File: src/rtl/cmp_bist_pkg.sv
// -----------------------------------------------------------------------------
// cmp_bist_pkg
// Shared definitions for the comparator built-in self-test:
//   - state_t    : FSM state encoding (IDLE, DRIVE, CHECK, DONE)
//   - lfsr_taps  : maximal-length Fibonacci tap masks for widths 4..32
//   - cmp_ref    : reference comparison returning {eq,gt,lt}
// -----------------------------------------------------------------------------
package cmp_bist_pkg;

    typedef enum logic [1:0] {
        ST_IDLE  = 2'd0,
        ST_DRIVE = 2'd1,
        ST_CHECK = 2'd2,
        ST_DONE  = 2'd3
    } state_t;

    localparam int LFSR_W_MIN = 4;
    localparam int LFSR_W_MAX = 32;

    // Mask with a single bit set for polynomial term x^n (bit n-1).
    function automatic logic [31:0] tap(input int n);
        return 32'h1 << (n - 1);
    endfunction

    // Tap mask for a W-bit maximal-length LFSR; feedback is the XOR of the
    // masked state bits. Unsupported widths return 0.
    function automatic logic [31:0] lfsr_taps(input int w);
        logic [31:0] m;
        m = '0;
        case (w)
            4:  m = tap(4)  | tap(3);
            5:  m = tap(5)  | tap(3);
            6:  m = tap(6)  | tap(5);
            7:  m = tap(7)  | tap(6);
            8:  m = tap(8)  | tap(6)  | tap(5)  | tap(4);
            9:  m = tap(9)  | tap(5);
            10: m = tap(10) | tap(7);
            11: m = tap(11) | tap(9);
            12: m = tap(12) | tap(6)  | tap(4)  | tap(1);
            13: m = tap(13) | tap(4)  | tap(3)  | tap(1);
            14: m = tap(14) | tap(5)  | tap(3)  | tap(1);
            15: m = tap(15) | tap(14);
            16: m = tap(16) | tap(15) | tap(13) | tap(4);
            17: m = tap(17) | tap(14);
            18: m = tap(18) | tap(11);
            19: m = tap(19) | tap(6)  | tap(2)  | tap(1);
            20: m = tap(20) | tap(17);
            21: m = tap(21) | tap(19);
            22: m = tap(22) | tap(21);
            23: m = tap(23) | tap(18);
            24: m = tap(24) | tap(23) | tap(22) | tap(17);
            25: m = tap(25) | tap(22);
            26: m = tap(26) | tap(6)  | tap(2)  | tap(1);
            27: m = tap(27) | tap(5)  | tap(2)  | tap(1);
            28: m = tap(28) | tap(25);
            29: m = tap(29) | tap(27);
            30: m = tap(30) | tap(6)  | tap(4)  | tap(1);
            31: m = tap(31) | tap(28);
            32: m = tap(32) | tap(22) | tap(2)  | tap(1);
            default: m = '0;
        endcase
        return m;
    endfunction

    // Unsigned reference compare; callers zero-extend operands to 16 bits.
    function automatic logic [2:0] cmp_ref(input logic [15:0] a, input logic [15:0] b);
        return {a == b, a > b, a < b};
    endfunction

endpackage

File: src/rtl/cmp_bist_lfsr.sv
// -----------------------------------------------------------------------------
// cmp_bist_lfsr
// Fibonacci left-shift LFSR used as the vector source.
// Ports:
//   clk   in   clock, rising edge
//   rst_n in   synchronous active-low reset (state cleared to 0)
//   load  in   load SEED (0 is replaced by 1)
//   step  in   advance one position: {state[W-2:0], feedback}
//   state out  current LFSR contents (registered)
// -----------------------------------------------------------------------------
module cmp_bist_lfsr
    import cmp_bist_pkg::*;
#(
    parameter int           W    = 10,
    parameter logic [W-1:0] SEED = {{(W-1){1'b0}}, 1'b1}
) (
    input  logic         clk,
    input  logic         rst_n,
    input  logic         load,
    input  logic         step,
    output logic [W-1:0] state
);

    localparam logic [W-1:0] TAPS     = W'(lfsr_taps(W));
    // An all-zero state would lock the LFSR, so a zero seed becomes 1.
    localparam logic [W-1:0] SEED_EFF = (SEED == '0) ? {{(W-1){1'b0}}, 1'b1} : SEED;

    logic [W-1:0] r_state;
    logic         w_fb;

    assign w_fb = ^(r_state & TAPS);

    // NOTE: clocked state uses non-blocking assignments so every register
    // samples pre-edge values regardless of block ordering.
    always_ff @(posedge clk) begin
        if (!rst_n) begin
            r_state <= '0;
        end else if (load) begin
            r_state <= SEED_EFF;
        end else if (step) begin
            r_state <= {r_state[W-2:0], w_fb};
        end
    end

    assign state = r_state;

endmodule

File: src/rtl/cmp_bist.sv
// -----------------------------------------------------------------------------
// cmp_bist
// Built-in self-test driver/monitor for a combinational comparator. Operands
// come from an LFSR; returned flags are checked against a reference compare.
// Optional feature macro: CMP_BIST_FAIL_LOG_EN (captures first failing vector;
// when undefined, fail_* are tied to 0).
// Ports:
//   clk, rst_n                    clock, synchronous active-low reset
//   start                         run request, sampled only in IDLE
//   A, B                          operands to the comparator (registered)
//   aequalsb/agreaterb/alesserb   comparator flags
//   busy, done, pass              run status (done is a one-cycle pulse)
//   err_count, vec_idx            failing-vector count, current vector index
//   fail_a, fail_b, fail_flags    first failing vector, flags as {eq,gt,lt}
// -----------------------------------------------------------------------------
module cmp_bist
    import cmp_bist_pkg::*;
#(
    parameter int                SIZE        = 5,
    parameter int                NUM_VECTORS = 10,
    parameter logic [2*SIZE-1:0] SEED        = {{(2*SIZE-1){1'b0}}, 1'b1}
) (
    input  logic                               clk,
    input  logic                               rst_n,
    input  logic                               start,
    output logic [SIZE-1:0]                    A,
    output logic [SIZE-1:0]                    B,
    input  logic                               aequalsb,
    input  logic                               agreaterb,
    input  logic                               alesserb,
    output logic                               busy,
    output logic                               done,
    output logic                               pass,
    output logic [$clog2(NUM_VECTORS+1)-1:0]   err_count,
    output logic [$clog2(NUM_VECTORS+1)-1:0]   vec_idx,
    output logic [SIZE-1:0]                    fail_a,
    output logic [SIZE-1:0]                    fail_b,
    output logic [2:0]                         fail_flags
);

    localparam int           W        = 2 * SIZE;
    localparam int           CW       = $clog2(NUM_VECTORS + 1);
    localparam logic [CW-1:0] LAST_IDX = CW'(NUM_VECTORS - 1);

    state_t        r_state;
    logic          r_busy;
    logic          r_done;
    logic          r_pass;
    logic [CW-1:0] r_err_count;
    logic [CW-1:0] r_vec_idx;

    logic          w_load;
    logic          w_step;
    logic [W-1:0]  w_lfsr;
    logic [2:0]    w_flags;
    logic [2:0]    w_ref;
    logic          w_fail;
    logic [CW-1:0] w_err_next;

    assign w_load = (r_state == ST_IDLE) && start;
    assign w_step = (r_state == ST_CHECK) && (r_vec_idx < LAST_IDX);

    cmp_bist_lfsr #(
        .W    (W),
        .SEED (SEED)
    ) u_lfsr (
        .clk   (clk),
        .rst_n (rst_n),
        .load  (w_load),
        .step  (w_step),
        .state (w_lfsr)
    );

    // Operands are the LFSR register halves, so they are registered and
    // change exactly when the LFSR is loaded or stepped.
    assign A = w_lfsr[W-1:SIZE];
    assign B = w_lfsr[SIZE-1:0];

    // Any bit differing from the reference fails, which also catches
    // all-zero and multi-hot flag patterns.
    assign w_flags    = {aequalsb, agreaterb, alesserb};
    assign w_ref      = cmp_ref(16'(A), 16'(B));
    assign w_fail     = (r_state == ST_CHECK) && (w_flags != w_ref);
    assign w_err_next = r_err_count + CW'(w_fail);

    always_ff @(posedge clk) begin
        if (!rst_n) begin
            r_state     <= ST_IDLE;
            r_busy      <= 1'b0;
            r_done      <= 1'b0;
            r_pass      <= 1'b0;
            r_err_count <= '0;
            r_vec_idx   <= '0;
        end else begin
            r_done <= 1'b0;
            case (r_state)
                ST_IDLE: begin
                    if (start) begin
                        r_state     <= ST_DRIVE;
                        r_busy      <= 1'b1;
                        r_pass      <= 1'b0;
                        r_err_count <= '0;
                        r_vec_idx   <= '0;
                    end
                end
                ST_DRIVE: begin
                    r_state <= ST_CHECK;
                end
                ST_CHECK: begin
                    r_err_count <= w_err_next;
                    if (r_vec_idx < LAST_IDX) begin
                        r_state   <= ST_DRIVE;
                        r_vec_idx <= r_vec_idx + CW'(1);
                    end else begin
                        // Pass must include the verdict of this final check.
                        r_state <= ST_DONE;
                        r_done  <= 1'b1;
                        r_pass  <= (w_err_next == '0);
                    end
                end
                ST_DONE: begin
                    r_state <= ST_IDLE;
                    r_busy  <= 1'b0;
                end
                default: begin
                    r_state <= ST_IDLE;
                end
            endcase
        end
    end

    assign busy      = r_busy;
    assign done      = r_done;
    assign pass      = r_pass;
    assign err_count = r_err_count;
    assign vec_idx   = r_vec_idx;

`ifdef CMP_BIST_FAIL_LOG_EN
    logic [SIZE-1:0] r_fail_a;
    logic [SIZE-1:0] r_fail_b;
    logic [2:0]      r_fail_flags;

    // A zero error count before this check identifies the first failure.
    always_ff @(posedge clk) begin
        if (!rst_n || w_load) begin
            r_fail_a     <= '0;
            r_fail_b     <= '0;
            r_fail_flags <= '0;
        end else if (w_fail && (r_err_count == '0)) begin
            r_fail_a     <= A;
            r_fail_b     <= B;
            r_fail_flags <= w_flags;
        end
    end

    assign fail_a     = r_fail_a;
    assign fail_b     = r_fail_b;
    assign fail_flags = r_fail_flags;
`else
    assign fail_a     = '0;
    assign fail_b     = '0;
    assign fail_flags = '0;
`endif

endmodule
File: config.mk
export PLATFORM = sky130hd
export DESIGN_NAME = cmp_bist
export DESIGN_NICKNAME = d
export VERILOG_FILES = /design/src/rtl/cmp_bist_pkg.sv /design/src/rtl/cmp_bist_lfsr.sv /design/src/rtl/cmp_bist.sv
export SDC_FILE = /design/constraint.sdc
export NUM_CORES = 1
export LEC_CHECK = 0
export BUFFER_PORTS_ARGS = -buffer_cell sky130_fd_sc_hd__buf_4
export CAP_MARGIN = 20
export CELL_PAD_IN_SITES_DETAIL_PLACEMENT = 0
export CELL_PAD_IN_SITES_GLOBAL_PLACEMENT = 1
export CORE_ASPECT_RATIO = 1.25
export CORE_MARGIN = 2
export CORE_UTILIZATION = 35
export DETAILED_ROUTE_END_ITERATION = 8
export PLACE_DENSITY_LB_ADDON = 0.1
export RECOVER_POWER = 50
export SLEW_MARGIN = 25
export SYNTH_ARGS = -nofsm -noshare
export SYNTH_HDL_FRONTEND = slang
export SYNTH_SLANG_ARGS = --single-unit
File: constraint.sdc
create_clock -name clk -period 4 [get_ports clk]
set_input_delay 0.4 -clock clk [delete_from_list [all_inputs] [get_ports clk]]
set_output_delay 0.4 -clock clk [all_outputs]
set_load 0.02 [all_outputs]
==> results of run 1 <==
per-stage QoR:
step	cells	util	power [mW]	worst slack [ns]
after floorplan	160	-	0.293	0.918
after global placement	209	0.410	0.299	0.931
after detailed placement	209	0.410	0.299	0.859
after CTS	213	0.423	0.444	0.837
after global routing	213	0.401	0.458	0.675
final	213	0.401	0.433	0.866
layout make-up:
| class | count | area [µm²] |
|---|---|---|
| Fill cell | 379 | 2050 |
| Sequential cell | 23 | 460 |
| Multi-Input combinational cell | 108 | 646 |
| Tap cell | 39 | 48.8 |
| Clock buffer | 4 | 45.0 |
| Timing Repair Buffer | 27 | 128 |
| Inverter | 12 | 45.0 |
per-layer routing:
metal | vias up | GRT usage | part of all wire
li1 | 521 | - | -
met5 | - | 0 | 0
met1 | 461 | 0.141 | 0.42
met4 | 0 | 0.0543 | 0.0069
met2 | 16 | 0.245 | 0.53
met3 | 2 | 0.0222 | 0.037
worst register-to-register path, stage by stage, from the launching register on:
cell and delay [ns]:
sky130_fd_sc_hd__dfxtp_1 0.36, sky130_fd_sc_hd__inv_1 0.08, sky130_fd_sc_hd__ha_1 0.29, sky130_fd_sc_hd__a21oi_1 0.16, sky130_fd_sc_hd__o221ai_1 0.12, sky130_fd_sc_hd__a21oi_1 0.22
sky130_fd_sc_hd__mux2_2 0.35, sky130_fd_sc_hd__o311a_1 0.11, sky130_fd_sc_hd__ha_1 0.20, sky130_fd_sc_hd__ha_1 0.29, sky130_fd_sc_hd__or4_1 0.52, sky130_fd_sc_hd__a211o_1 0.26
sky130_fd_sc_hd__a21oi_2 0.13
worst paths after layout:
check                                         end  cells after the start                          from
worst max-delay path            pass$_SDFFE_PN0P_                     12  u_lfsr.state[2]$_SDFFE_PP0P_
worst max register to register  pass$_SDFFE_PN0P_                     12  u_lfsr.state[2]$_SDFFE_PP0P_
worst min register to register  pass$_SDFFE_PN0P_                      2             pass$_SDFFE_PN0P_
worst min-delay path            pass$_SDFFE_PN0P_                      2             pass$_SDFFE_PN0P_
cell families after synthesis:
group | after synthesis | synth area share
simple gates | 49 | 0.186
buf+inv | 29 | 0.131
compound gates | 28 | 0.139
flops | 23 | 0.377
fa+ha+maj | 9 | 0.0922
mux | 5 | 0.0420
xor+xnor | 4 | 0.0287
other cells | 1 | 0.00307
registers in the layout (all words and copies together), names as in the netlist:
| name | count |
|---|---|
| busy | 1 |
| done | 1 |
| err_count | 4 |
| pass | 1 |
| r_state | 2 |
| u_lfsr.state | 10 |
| vec_idx | 4 |
Yosys cell counts:
cell type | number | area share
sky130_fd_sc_hd__nor2_1 | 27 | 0.083
sky130_fd_sc_hd__dfxtp_1 | 23 | 0.38
sky130_fd_sc_hd__a21oi_1 | 15 | 0.061
sky130_fd_sc_hd__buf_4 | 13 | 0.080
sky130_fd_sc_hd__inv_1 | 12 | 0.037
sky130_fd_sc_hd__ha_1 | 9 | 0.092
sky130_fd_sc_hd__nand2_1 | 5 | 0.015
sky130_fd_sc_hd__nand3_1 | 5 | 0.020
sky130_fd_sc_hd__mux2i_1 | 4 | 0.033
sky130_fd_sc_hd__a22oi_1 | 3 | 0.018
sky130_fd_sc_hd__o21ai_0 | 3 | 0.012
sky130_fd_sc_hd__buf_2 | 2 | 0.0082
sky130_fd_sc_hd__clkbuf_1 | 2 | 0.0061
sky130_fd_sc_hd__nand2b_1 | 2 | 0.010
sky130_fd_sc_hd__nor3_1 | 2 | 0.0082
sky130_fd_sc_hd__xnor2_1 | 2 | 0.014
sky130_fd_sc_hd__xor2_1 | 2 | 0.014
sky130_fd_sc_hd__a211o_1 | 1 | 0.0072
sky130_fd_sc_hd__a21oi_2 | 1 | 0.0072
sky130_fd_sc_hd__a41oi_1 | 1 | 0.0072
sky130_fd_sc_hd__conb_1 | 1 | 0.0031
sky130_fd_sc_hd__mux2_2 | 1 | 0.0092
sky130_fd_sc_hd__nand4b_1 | 1 | 0.0072
sky130_fd_sc_hd__nor2_2 | 1 | 0.0051
sky130_fd_sc_hd__nor2b_1 | 1 | 0.0051
sky130_fd_sc_hd__nor3b_1 | 1 | 0.0061
sky130_fd_sc_hd__o21ai_1 | 1 | 0.0041
sky130_fd_sc_hd__o21bai_1 | 1 | 0.0061
sky130_fd_sc_hd__o221ai_1 | 1 | 0.0072
sky130_fd_sc_hd__o311a_1 | 1 | 0.0082
sky130_fd_sc_hd__or3_1 | 1 | 0.0051
sky130_fd_sc_hd__or3b_1 | 1 | 0.0072
sky130_fd_sc_hd__or3b_2 | 1 | 0.0072
sky130_fd_sc_hd__or4_1 | 1 | 0.0061
power by group:
part / switching [mW] / total [mW] / internal [mW]
Sequential: 0.00440 / 0.237 / 0.233
Clock: 0.0719 / 0.143 / 0.0710
Combinational: 0.0371 / 0.0531 / 0.0160
==> results, run 1 <==
- For this run, the detailed router's first-pass iteration total came to 4.
- Summing every instance area after synthesis gives approximately 1200 µm².
- The number of different library cells used by synthesis comes to 34.
- Setup violations remaining at the end of the flow were counted as 0.
- Entering global routing, the biggest net connects 22 pins.
- After detailed routing, the average wire length per cell comes to about 12 µm.
- The smallest clock period supported by the final layout is computed as 3.13 ns.
- The count of vias placed by the detailed router is around 1,000.
- Setup repair after global routing left no endpoint under its margin.
- Relative to the synthesized area, the layout overhead comes to 12.4%.
- The part of the Yosys area used for sequential elements is 0.377.
- The startpoint type of the worst setup path is a flip-flop.
- The maximum cell stage delay along the critical path is approximately 0.52 ns.
- The clock tree skew after final layout is 0.00534 ns.
- The start-to-end type of the worst setup path is reg2reg.
- The class of the tightest hold or removal check is reg2reg.
- The number of DRC violations after detailed-routing iteration 0 is 23.
- The count of nets left with antenna violations after detail routing is 0.
- After detailed routing, the number of remaining DRC violations is 0.
- For this block, the routed nets add up to 2.47 mm of wire.
- During placement, the flow inserted port buffers numbering 26.
- The row count is 24.
- Counting stages on the worst path, the most repeated cell is sky130_fd_sc_hd__ha_1.
- The number of instances in the synthesized netlist is between 100 and 150.
- The average instance in the mapped netlist occupies approximately 8.3 µm².
- The kind of cell with the highest combined delay on the critical path is compound AO/OA/AOI/OAI gates.
- The initial antenna violation count came to 0.
- The maximum level of the CTS H-tree is 1.
- The detailed placement HPWL is about 2.0 mm.
- The post-route cell area is around 1400 µm².
- The analysis attributes to cell leakage a power of about 0.56 nW.
- The first global-routing pass estimated about 4.1 mm of wire.
- For this run, the total global-route usage over all layers was measured as 0.131.
- After clock tree synthesis, the clock-pin slew on the worst setup and hold paths is roughly 0.080 ns.
- The number of gates resized after CTS was 0.
- Leaving out fill and tap cells, the most frequent cells in the layout are sky130_fd_sc_hd__nor2_1 (27), sky130_fd_sc_hd__dfxtp_1 (23), sky130_fd_sc_hd__clkbuf_1 (21).
- The post-route setup TNS is 0 ns.
- The number of buffers and inverters on the critical path is 1.
- Derived from the worst setup path, the maximum achievable clock frequency is around 320 MHz.
- In this run the vertical extent of the chip is between 70 and 80 µm.
- The ratio of total power to cell area is 316 nW/µm².
- The number of global-route vias before repair is 922.
- Traced cell by cell, the critical path runs through inv_1, ha_1, a21oi_1, o221ai_1, a21oi_1, mux2_2, o311a_1, ha_1, ha_1, or4_1, a211o_1, a21oi_2.
- The cell at the slowest stage of the critical path is sky130_fd_sc_hd__or4_1.
- The cell at the root of the clock tree is sky130_fd_sc_hd__clkbuf_8.
- For this design the top-level I/O count stands at 40.
- The via density per instance is between 4 and 5.
- After global routing the overflow that remains totals 0.
- The core footprint is ~3400 µm².
- The total CTS buffers is 3.
- The register-to-register setup slack is a little under 0.9 ns.
- The placed instance area is around 1400 µm².
- Across the run, the number of max-cap violations was 0.
- The number of nets in the finished design is 190.
- Data on the critical path arrives at its endpoint at about 3.3 ns.
- The max-slew violation count came to 0.
- The initial utilization of the core area, before any placement, comes to 0.357.
- No sink is reached through more buffers than the 2 on the longest clock path.
- Counting flops and latches in the post-synthesis netlist gives 23.
- Clock latency on the worst-skew pair, taken at its later pin, is ~0.26 ns.
- The number of warnings issued by yosys is 0.
- Hold repair after CTS inserted 0 buffers.
- The number of buffers inserted by post-CTS setup repair is 0.
- The number of inserted diodes is 0.
- The post-route fraction of the period consumed by the critical path is 0.784.
- Data on the critical path is required at its endpoint by ~4.2 ns.
- TritonCTS built the clock tree.
- The flow ran to the end, and the final reports show no timing, DRC or antenna violations.
- STA classifies the critical path endpoint as a flip-flop.
- In this run the worst path has a maximum fanout of 3.
- The library cell used most frequently in the layout, excluding fill and tap cells, is sky130_fd_sc_hd__nor2_1.
- The total count of hold-check failures in the final report is 0.
- The share of final-layout standard cells stronger than drive strength 1 is 0.0805.
- The floorplan die width is about 57 µm.
- The worst hold margin is about 0.50 ns.
- The last weighted congestion value of the routability-driven placer is 0.764.
- VDD sags by at most 162 µV.
- Counting every sink on the clock net gives 23.
- The overall die area is 3980 µm².
(Power assumes the default switching activity.)
==> run 2, diff against run 1 <==
- CORE_UTILIZATION: 35 -> 32
- clock period: 4 -> 2.7 ns (I/O delays scaled with it)
==> run 2 against run 1 <==
Net effect: the run now ends with setup timing left; first-iteration DRC count is 78% higher; die area is 8.8% higher; total power is 53% higher; non-clock buffer count grew 17; critical path type unchanged; critical endpoint unchanged; highest routed layer unchanged.
==> results, run 2 (synthesis gave the netlist of run 1 again) <==
- The initial antenna violation count is 0 (unchanged).
- The count of vias placed by the detailed router came to 1,066 (+6.6%).
- The number of inserted diodes came to 0 (unchanged).
- The most common library cell in the layout ignoring fill and taps is sky130_fd_sc_hd__buf_4.
- The number of flip-flops under the largest register name is 10 (unchanged).
- The floorplan die width is 59.3 µm (+4.3%).
- The remaining design rule violation count is 0 (unchanged).
- The core footprint came to 3720 µm² (+8.7%).
- The total routing resource utilization after global routing is 0.131 (-0.000294).
- The count of nets left with antenna violations after detail routing was 0 (unchanged).
- The required arrival time at the worst endpoint is 2.90 ns (-1.30 ns).
- The total CTS buffers is 3 (unchanged).
- The clock sink total came to 23 (unchanged).
- The net switching power is 0.184 mW (+62%).
- The maximum number of pins on one net before global-route repair is 15 (-32%).
- The net switching fraction of the power came to 0.278 (+0.0159).
- Setup repair after global routing could not meet its margin everywhere.
- The worst hold path startpoint is start.
- The via density per instance was 4.61 (-1.7%).
- The number of cells traversed by the worst register-to-register path is 12 (unchanged).
- The launch instance of the worst register-to-register path is u_lfsr.state[3]$_SDFFE_PP0P_.
- The overall die area is 4330 µm² (+8.8%).
- The final critical-path required period is 2.88 ns (-0.255 ns).
- The number of maximum-capacitance constraint violations was 0 (unchanged).
- The clock-pin slew of the registers on the worst-case setup and hold paths is 0.09 ns (about the same).
- The maximum fanout along the worst path came to 4 (+1).
- The routed length per instance came to 11.9 µm (+2.5%).
- In the layout the commonest cells are sky130_fd_sc_hd__buf_4 (31), sky130_fd_sc_hd__nor2_1 (27), sky130_fd_sc_hd__dfxtp_1 (19).
- Among all stages on the critical path, the largest delay is contributed by sky130_fd_sc_hd__or4_4.
- Relative to the synthesized area, the layout overhead comes to 35.1%.
- The worst path arrival time came to 3.08 ns (-0.25 ns).
- The flow ran to the end, but the final reports show violations.
- The setup path with the least slack is of type reg2reg.
- The ratio of total power to cell area is 401 nW/µm² (+27%).
- The end of the critical path is pass$_SDFFE_PN0P_.
- The max-slew violation count is 0 (unchanged).
- The number of standard cells in the layout, taps in and fillers out came to 231 (+8.5%).
- The checks that failed: setup timing.
- The starting density of the core came to 0.328 (-0.0287).
- The final wirelength was 2.74 mm (+11%).
- The worst slack after detailed placement is -0.200 ns (-1.06 ns).
- The number of fill cells in the layout was 388 (+2.4%).
- The part of the power in registers is 0.524 (-0.024).
- The clock tree skew after final layout is 0.00831 ns (+0.00297 ns).
- The final number of setup-violating endpoints is 1 (+1).
- The worst setup slack after layout is -0.179 ns (-1.04 ns).
- The cell leakage power is 0.705 nW (+25%).
- The endpoint of the worst register-to-register path is pass$_SDFFE_PN0P_.
- The cell internal power dissipation came to 0.478 mW (+49%).
- The maximum cell stage delay along the critical path came to 0.52 ns (about the same).
- The number of global-route vias before repair is 1,013 (+9.9%).
- By instance count, the cell type seen most on the critical path is sky130_fd_sc_hd__ha_4.
- The die span in y came to 73.1 µm (+4.3%).
- The later-pin clock latency in the skew report came to 0.27 ns (about the same).
- The origin of the worst setup path is u_lfsr.state[3]$_SDFFE_PP0P_.
- The startpoint type of the worst setup path is a flip-flop.
- The I/O pin total is 40 (unchanged).
- The last weighted congestion value of the routability-driven placer is 0.742 (-2.9%).
- The cell at the root of the clock tree is sky130_fd_sc_hd__clkbuf_8.
- The number of placed instances with taps included came to 224 (+7.2%).
- The register-to-register setup slack is -0.18 ns (-1.04 ns).
- In this run the worst hold path is classified as in2reg.
- The row count is 25 (+4.2%).
- The maximum level of the CTS H-tree is 1 (unchanged).
- The worst ir drop on vdd is 230 µV (+42%).
- The nature of the critical path endpoint is a flip-flop.
- The count of buffers inserted at the top-level ports is 26 (unchanged).
- The number of nets in the finished design is 207 (+8.9%).
- The first-pass iteration count of the detailed router is 4 (unchanged).
- The detailed placement HPWL came to 2.17 mm (+10%).
- The post-route fraction of the period consumed by the critical path is 1.07 (+0.283).
- The share of final-layout standard cells stronger than drive strength 1 is 0.298 (+0.218).
- The fmax is 347 MHz (+8.9%).
- The maximum clock insertion buffer count is 2 (unchanged).
- The fraction of power consumed by combinational cells is 0.139 (+0.016).
- TritonCTS built the clock tree.
- The clock share of power is 0.337 (+0.007).
- The number of DRC violations after detailed-routing iteration 0 is 41 (+78%).
- The total count of hold-check failures in the final report came to 0 (unchanged).
- The sum of overflow across all layers after global routing is 0 (unchanged).
- The global-route wire length before repair is 4.34 mm (+5.9%).
- Traced cell by cell, the critical path runs through inv_4, ha_4, nand3_4, or3_1, nand4b_1, mux2_4, o311a_1, ha_2, ha_4, or4_4, a211o_1, a21oi_2.
## run 2: cell count changes in the layout (fill, tap and decap cells not counted), moves of 3 or more
cell                       before  now
sky130_fd_sc_hd__ha_1           9    3
sky130_fd_sc_hd__clkbuf_1      21   13
sky130_fd_sc_hd__inv_1         12    9
sky130_fd_sc_hd__ha_4           0    5
sky130_fd_sc_hd__buf_4          7   31
sky130_fd_sc_hd__dfxtp_1       23   19
sky130_fd_sc_hd__dfxtp_4        0    4
## run 2: per-stage QoR
stage | power (mW) | TNS [ns] | utilization | hold WS, ns | instance area (µm²)
2_1_floorplan | 0.430 | -0.123 | - | 0.400 | 1350
3_3_place_gp | 0.443 | -0.138 | 0.428 | 0.486 | 1590
3_5_place_dp | 0.444 | -0.200 | 0.428 | 0.486 | 1590
4_1_cts | 0.674 | -0.183 | 0.451 | 0.364 | 1680
5_1_grt | 0.694 | -0.313 | 0.443 | 0.404 | 1650
6_report | 0.662 | -0.179 | 0.443 | 0.371 | 1650
## run 2: critical path: cells and delay by family (launching register included)
family,cells,cell delay [ns]
buffers and inverters,1,0.04
flip-flops,1,0.37
multiplexers,1,0.15
AO/OA/AOI/OAI,3,0.53
adder cells (fa/ha/maj),3,0.66
AND/OR/NAND/NOR,4,1.05
## run 2: worst min path at each step
stage / endpoint / slack, ns / depth (start not counted)
after floorplan: u_lfsr.state[4]$_SDFFE_PP0P_ / 0.40 / 2
after global placement: pass$_SDFFE_PN0P_ / 0.49 / 2
after detailed placement: pass$_SDFFE_PN0P_ / 0.49 / 2
after CTS: r_state[0]$_SDFFE_PN0P_ / 0.36 / 3
after global routing: busy$_SDFFE_PN0P_ / 0.40 / 5
final: r_state[0]$_SDFFE_PN0P_ / 0.37 / 3
## run 2: repair_timing
| item | CTS | global route |
|---|---|---|
| buffers inserted | 2 | 1 |
| setup endpoints to repair | 1 | 1 |
| resized for setup | 5 | 3 |
| pin swaps | 11 | 0 |
| hold buffers | 0 | 0 |
## run 2: power by group through the flow
stage                     sequential (mW)  combinational, mW  clock (mW)
final                               0.347             0.0920       0.223
after global routing                0.348              0.102       0.244
after CTS                           0.347             0.0949       0.232
after detailed placement            0.355             0.0892           0
after global placement              0.355             0.0884           0
after floorplan                     0.360             0.0699           0
## run 2: cell type report
class | count | area [µm²] | area share
Clock buffer | 3 | 41.3 | 0.0250
Multi-Input combinational cell | 108 | 744 | 0.451
Timing Repair Buffer | 44 | 282 | 0.171
Clock inverter | 1 | 7.51 | 0.00455
Sequential cell | 23 | 475 | 0.288
Inverter | 12 | 50.0 | 0.0303
Tap cell | 40 | 50.0 | 0.0303
## run 2: metal layers
layer | GRT usage | share of wire | vias up
met5 | 0 | 0 | -
met4 | 0.0657 | 0.019 | 0
met3 | 0.0230 | 0.036 | 4
met2 | 0.226 | 0.52 | 20
met1 | 0.151 | 0.42 | 485
li1 | - | - | 557
==> run 3, diff against run 2 <==
- PLACE_DENSITY_LB_ADDON: 0.1 -> 0.25
==> run 3 against run 2 <==
Net effect: the flow still finishes with violations (setup timing); fmax grew 1.5%; setup slack improved by 0.041 ns; via count is 0.38% lower; combinational power is 2% lower; non-clock buffer count shrank 2; critical path type unchanged; highest routed layer unchanged; final cell count fell by 0.87%; wire length is 2.0% lower.
==> results, run 3 (synthesis gave the netlist of run 1 again) <==
- The number of flip-flops under the largest register name is 10 (unchanged).
- The first-pass iteration count of the detailed router is 4 (unchanged).
- By startpoint and endpoint, the worst setup path is classified as reg2reg.
- The floorplan die width came to 59.3 µm (unchanged).
- The number of placed instances with taps included is 224 (unchanged).
- CTS placed an instance of sky130_fd_sc_hd__clkbuf_8 at the clock tree root.
- The overall die area came to 4330 µm² (unchanged).
- The clock share of power is 0.325 (-0.012).
- The share of the core filled with cells in the final layout was 0.435 (-0.00840).
- In this run the critical register-to-register path is captured at pass$_SDFFE_PN0P_.
- The share of final-layout standard cells stronger than drive strength 1 is 0.280 (-0.0180).
- The remaining design rule violation count is 0 (unchanged).
- The number of inserted diodes is 0 (unchanged).
- The row count is 25 (unchanged).
- The most common library cell in the layout ignoring fill and taps is sky130_fd_sc_hd__buf_4.
- The ratio of total power to cell area came to 400 nW/µm² (-0.28%).
- The CTS tree is built.
- The total CTS buffers came to 3 (unchanged).
- The count of buffers inserted at the top-level ports was 26 (unchanged).
- The global-route wire length before repair is 4.41 mm (+1.6%).
- The net switching power is 0.170 mW (-7.3%).
- The detailed placement HPWL is 2.10 mm (-3.3%).
- The number of cells traversed by the worst register-to-register path was 12 (unchanged).
- The total routing resource utilization after global routing is 0.132 (+0.00139).
- The routed length per instance is 11.7 µm (-1.1%).
- The total count of hold-check failures in the final report is 0 (unchanged).
- The max-slew violation count is 0 (unchanged).
- The later-pin clock latency in the skew report is 0.26 ns (about the same).
- The part of the power in registers is 0.535 (+0.011).
- STA classifies the critical path endpoint as a flip-flop.
- The number of hold buffers added after cts came to 0 (unchanged).
- The number of standard cells in the layout, taps in and fillers out came to 229 (-0.87%).
- The most critical setup path has its endpoint at pass$_SDFFE_PN0P_.
- The final wirelength was 2.69 mm (-2.0%).
- The clock-pin slew of the registers on the worst-case setup and hold paths is 0.08 ns (about the same).
- The fraction of power consumed by combinational cells is 0.139 (about the same).
- The required arrival time at the worst endpoint was 2.90 ns (about the same).
- The starting density of the core is 0.328 (unchanged).
- The clock tree skew after final layout is 0.00536 ns (-0.00295 ns).
- The worst slack after detailed placement is -0.207 ns (-0.00678 ns).
- The I/O pin total came to 40 (unchanged).
- In the layout the commonest cells are sky130_fd_sc_hd__buf_4 (30), sky130_fd_sc_hd__nor2_1 (27), sky130_fd_sc_hd__dfxtp_1 (19).
- The worst setup slack after layout is -0.137 ns (+0.0415 ns).
- The flow ran to the end, but the final reports show violations.
- The number of fill cells in the layout is 391 (+0.77%).
- The number of maximum-capacitance constraint violations was 0 (unchanged).
- The placed instance area is 1590 µm² (unchanged).
- The min-delay analysis places its worst path in the category in2reg.
- The worst ir drop on vdd was 281 µV (+22%).
- The last weighted congestion value of the routability-driven placer is 0.771 (+3.9%).
- The number of DRC violations after detailed-routing iteration 0 is 34 (-17%).
- The worst path arrival time is 3.04 ns (-0.04 ns).
- In this run the most critical hold path is launched from start.
- The count of vias placed by the detailed router came to 1,062 (-0.38%).
- The final reports fail on setup timing.
- The count of nets left with antenna violations after detail routing was 0 (unchanged).
- The post-route setup TNS came to -0.137 ns (+0.0415 ns).
- The number of global-route vias before repair came to 1,013 (unchanged).
- The total power came to 0.647 mW (-2.2%).
- The via density per instance is 4.64 (+0.49%).
- The core footprint came to 3720 µm² (unchanged).
- The sum of overflow across all layers after global routing is 0 (unchanged).
- The worst hold margin was 0.372 ns (+0.00117 ns).
- The final number of setup-violating endpoints came to 1 (unchanged).
- The fmax is 352 MHz (+1.5%).
- The maximum number of pins on one net before global-route repair is 22 (+7).
- STA classifies the critical path startpoint as a flip-flop.
- The final critical-path required period is 2.84 ns (-0.0415 ns).
- The origin of the worst setup path is u_lfsr.state[3]$_SDFFE_PP0P_.
- The launch instance of the worst register-to-register path is u_lfsr.state[3]$_SDFFE_PP0P_.
- The clock sink total is 23 (unchanged).
- The die span in y is 73.1 µm (unchanged).
- The initial antenna violation count is 0 (unchanged).
- The cell internal power dissipation is 0.477 mW (-0.20%).
- The maximum fanout along the worst path is 4 (unchanged).
- The net switching fraction of the power is 0.263 (-0.0146).
- The post-route cell area is 1620 µm² (-1.9%).
- The maximum level of the CTS H-tree is 1 (unchanged).
- Setup repair after global routing could not meet its margin everywhere.
- The number of nets in the finished design is 205 (-0.97%).
- The register-to-register setup slack is -0.14 ns (+0.04 ns).
- The cell leakage power was 0.696 nW (-1.4%).
- The layout overhead on the synthesized area is 32.6%.
- The post-route fraction of the period consumed by the critical path came to 1.05 (-0.0154).
- The maximum clock insertion buffer count is 2 (unchanged).
## run 3: cell types whose count changed in the layout (fill, tap and decap cells not counted), sizes merged
cell,previous run,this run
buf,31,30
clkinvlp,1,0
## run 3: area by class of cell
type	count	area, µm²	area share
repair buffers	42	270	0.167
flip-flops and latches	23	475	0.294
clock buffers	4	45.0	0.0278
multi-input cells	108	728	0.450
well taps	40	50.0	0.0309
inverters	12	50.0	0.0309
## run 3: worst min path at each step
stage | to | cells after the start
4_1_cts | r_state[0]$_SDFFE_PN0P_ | 3
6_report | r_state[0]$_SDFFE_PN0P_ | 3
3_5_place_dp | pass$_SDFFE_PN0P_ | 2
3_3_place_gp | pass$_SDFFE_PN0P_ | 2
2_1_floorplan | u_lfsr.state[4]$_SDFFE_PP0P_ | 2
5_1_grt | r_state[0]$_SDFFE_PN0P_ | 3
## run 3: timing repair
action	4_1_cts	5_1_grt
buffers inserted	0	1
setup endpoints to repair	1	1
hold endpoints to repair	0	0
pin swaps	1	1
gates resized for setup	1	4
## run 3: power groups by stage
stage               combinational (mW)  sequential [mW]  clock [mW]
detailed placement              0.0882            0.355           0
floorplan                       0.0699            0.360           0
CTS                             0.0890            0.347       0.226
global route                     0.100            0.348       0.236
finish                          0.0901            0.347       0.211
global placement                0.0874            0.355           0
## run 3: worst max-delay path: stages, from the launching register on
cell,delay [ns]
sky130_fd_sc_hd__dfxtp_4,0.36
sky130_fd_sc_hd__inv_4,0.04
sky130_fd_sc_hd__ha_4,0.27
sky130_fd_sc_hd__nand3_4,0.08
sky130_fd_sc_hd__or3_1,0.37
sky130_fd_sc_hd__nand4b_1,0.11
sky130_fd_sc_hd__mux2_4,0.15
sky130_fd_sc_hd__o311a_1,0.15
sky130_fd_sc_hd__ha_2,0.19
sky130_fd_sc_hd__ha_4,0.20
sky130_fd_sc_hd__or4_1,0.50
sky130_fd_sc_hd__a211o_1,0.25
sky130_fd_sc_hd__a21oi_2,0.10
## run 3: layer usage
| metal | up-vias | global-route usage | wire (µm) |
|---|---|---|---|
| met4 | 0 | 0.0379 | 19 |
| met5 | - | 0 | 0 |
| li1 | 553 | - | - |
| met2 | 19 | 0.239 | 1410 |
| met3 | 2 | 0.0213 | 84 |
| met1 | 488 | 0.156 | 1170 |
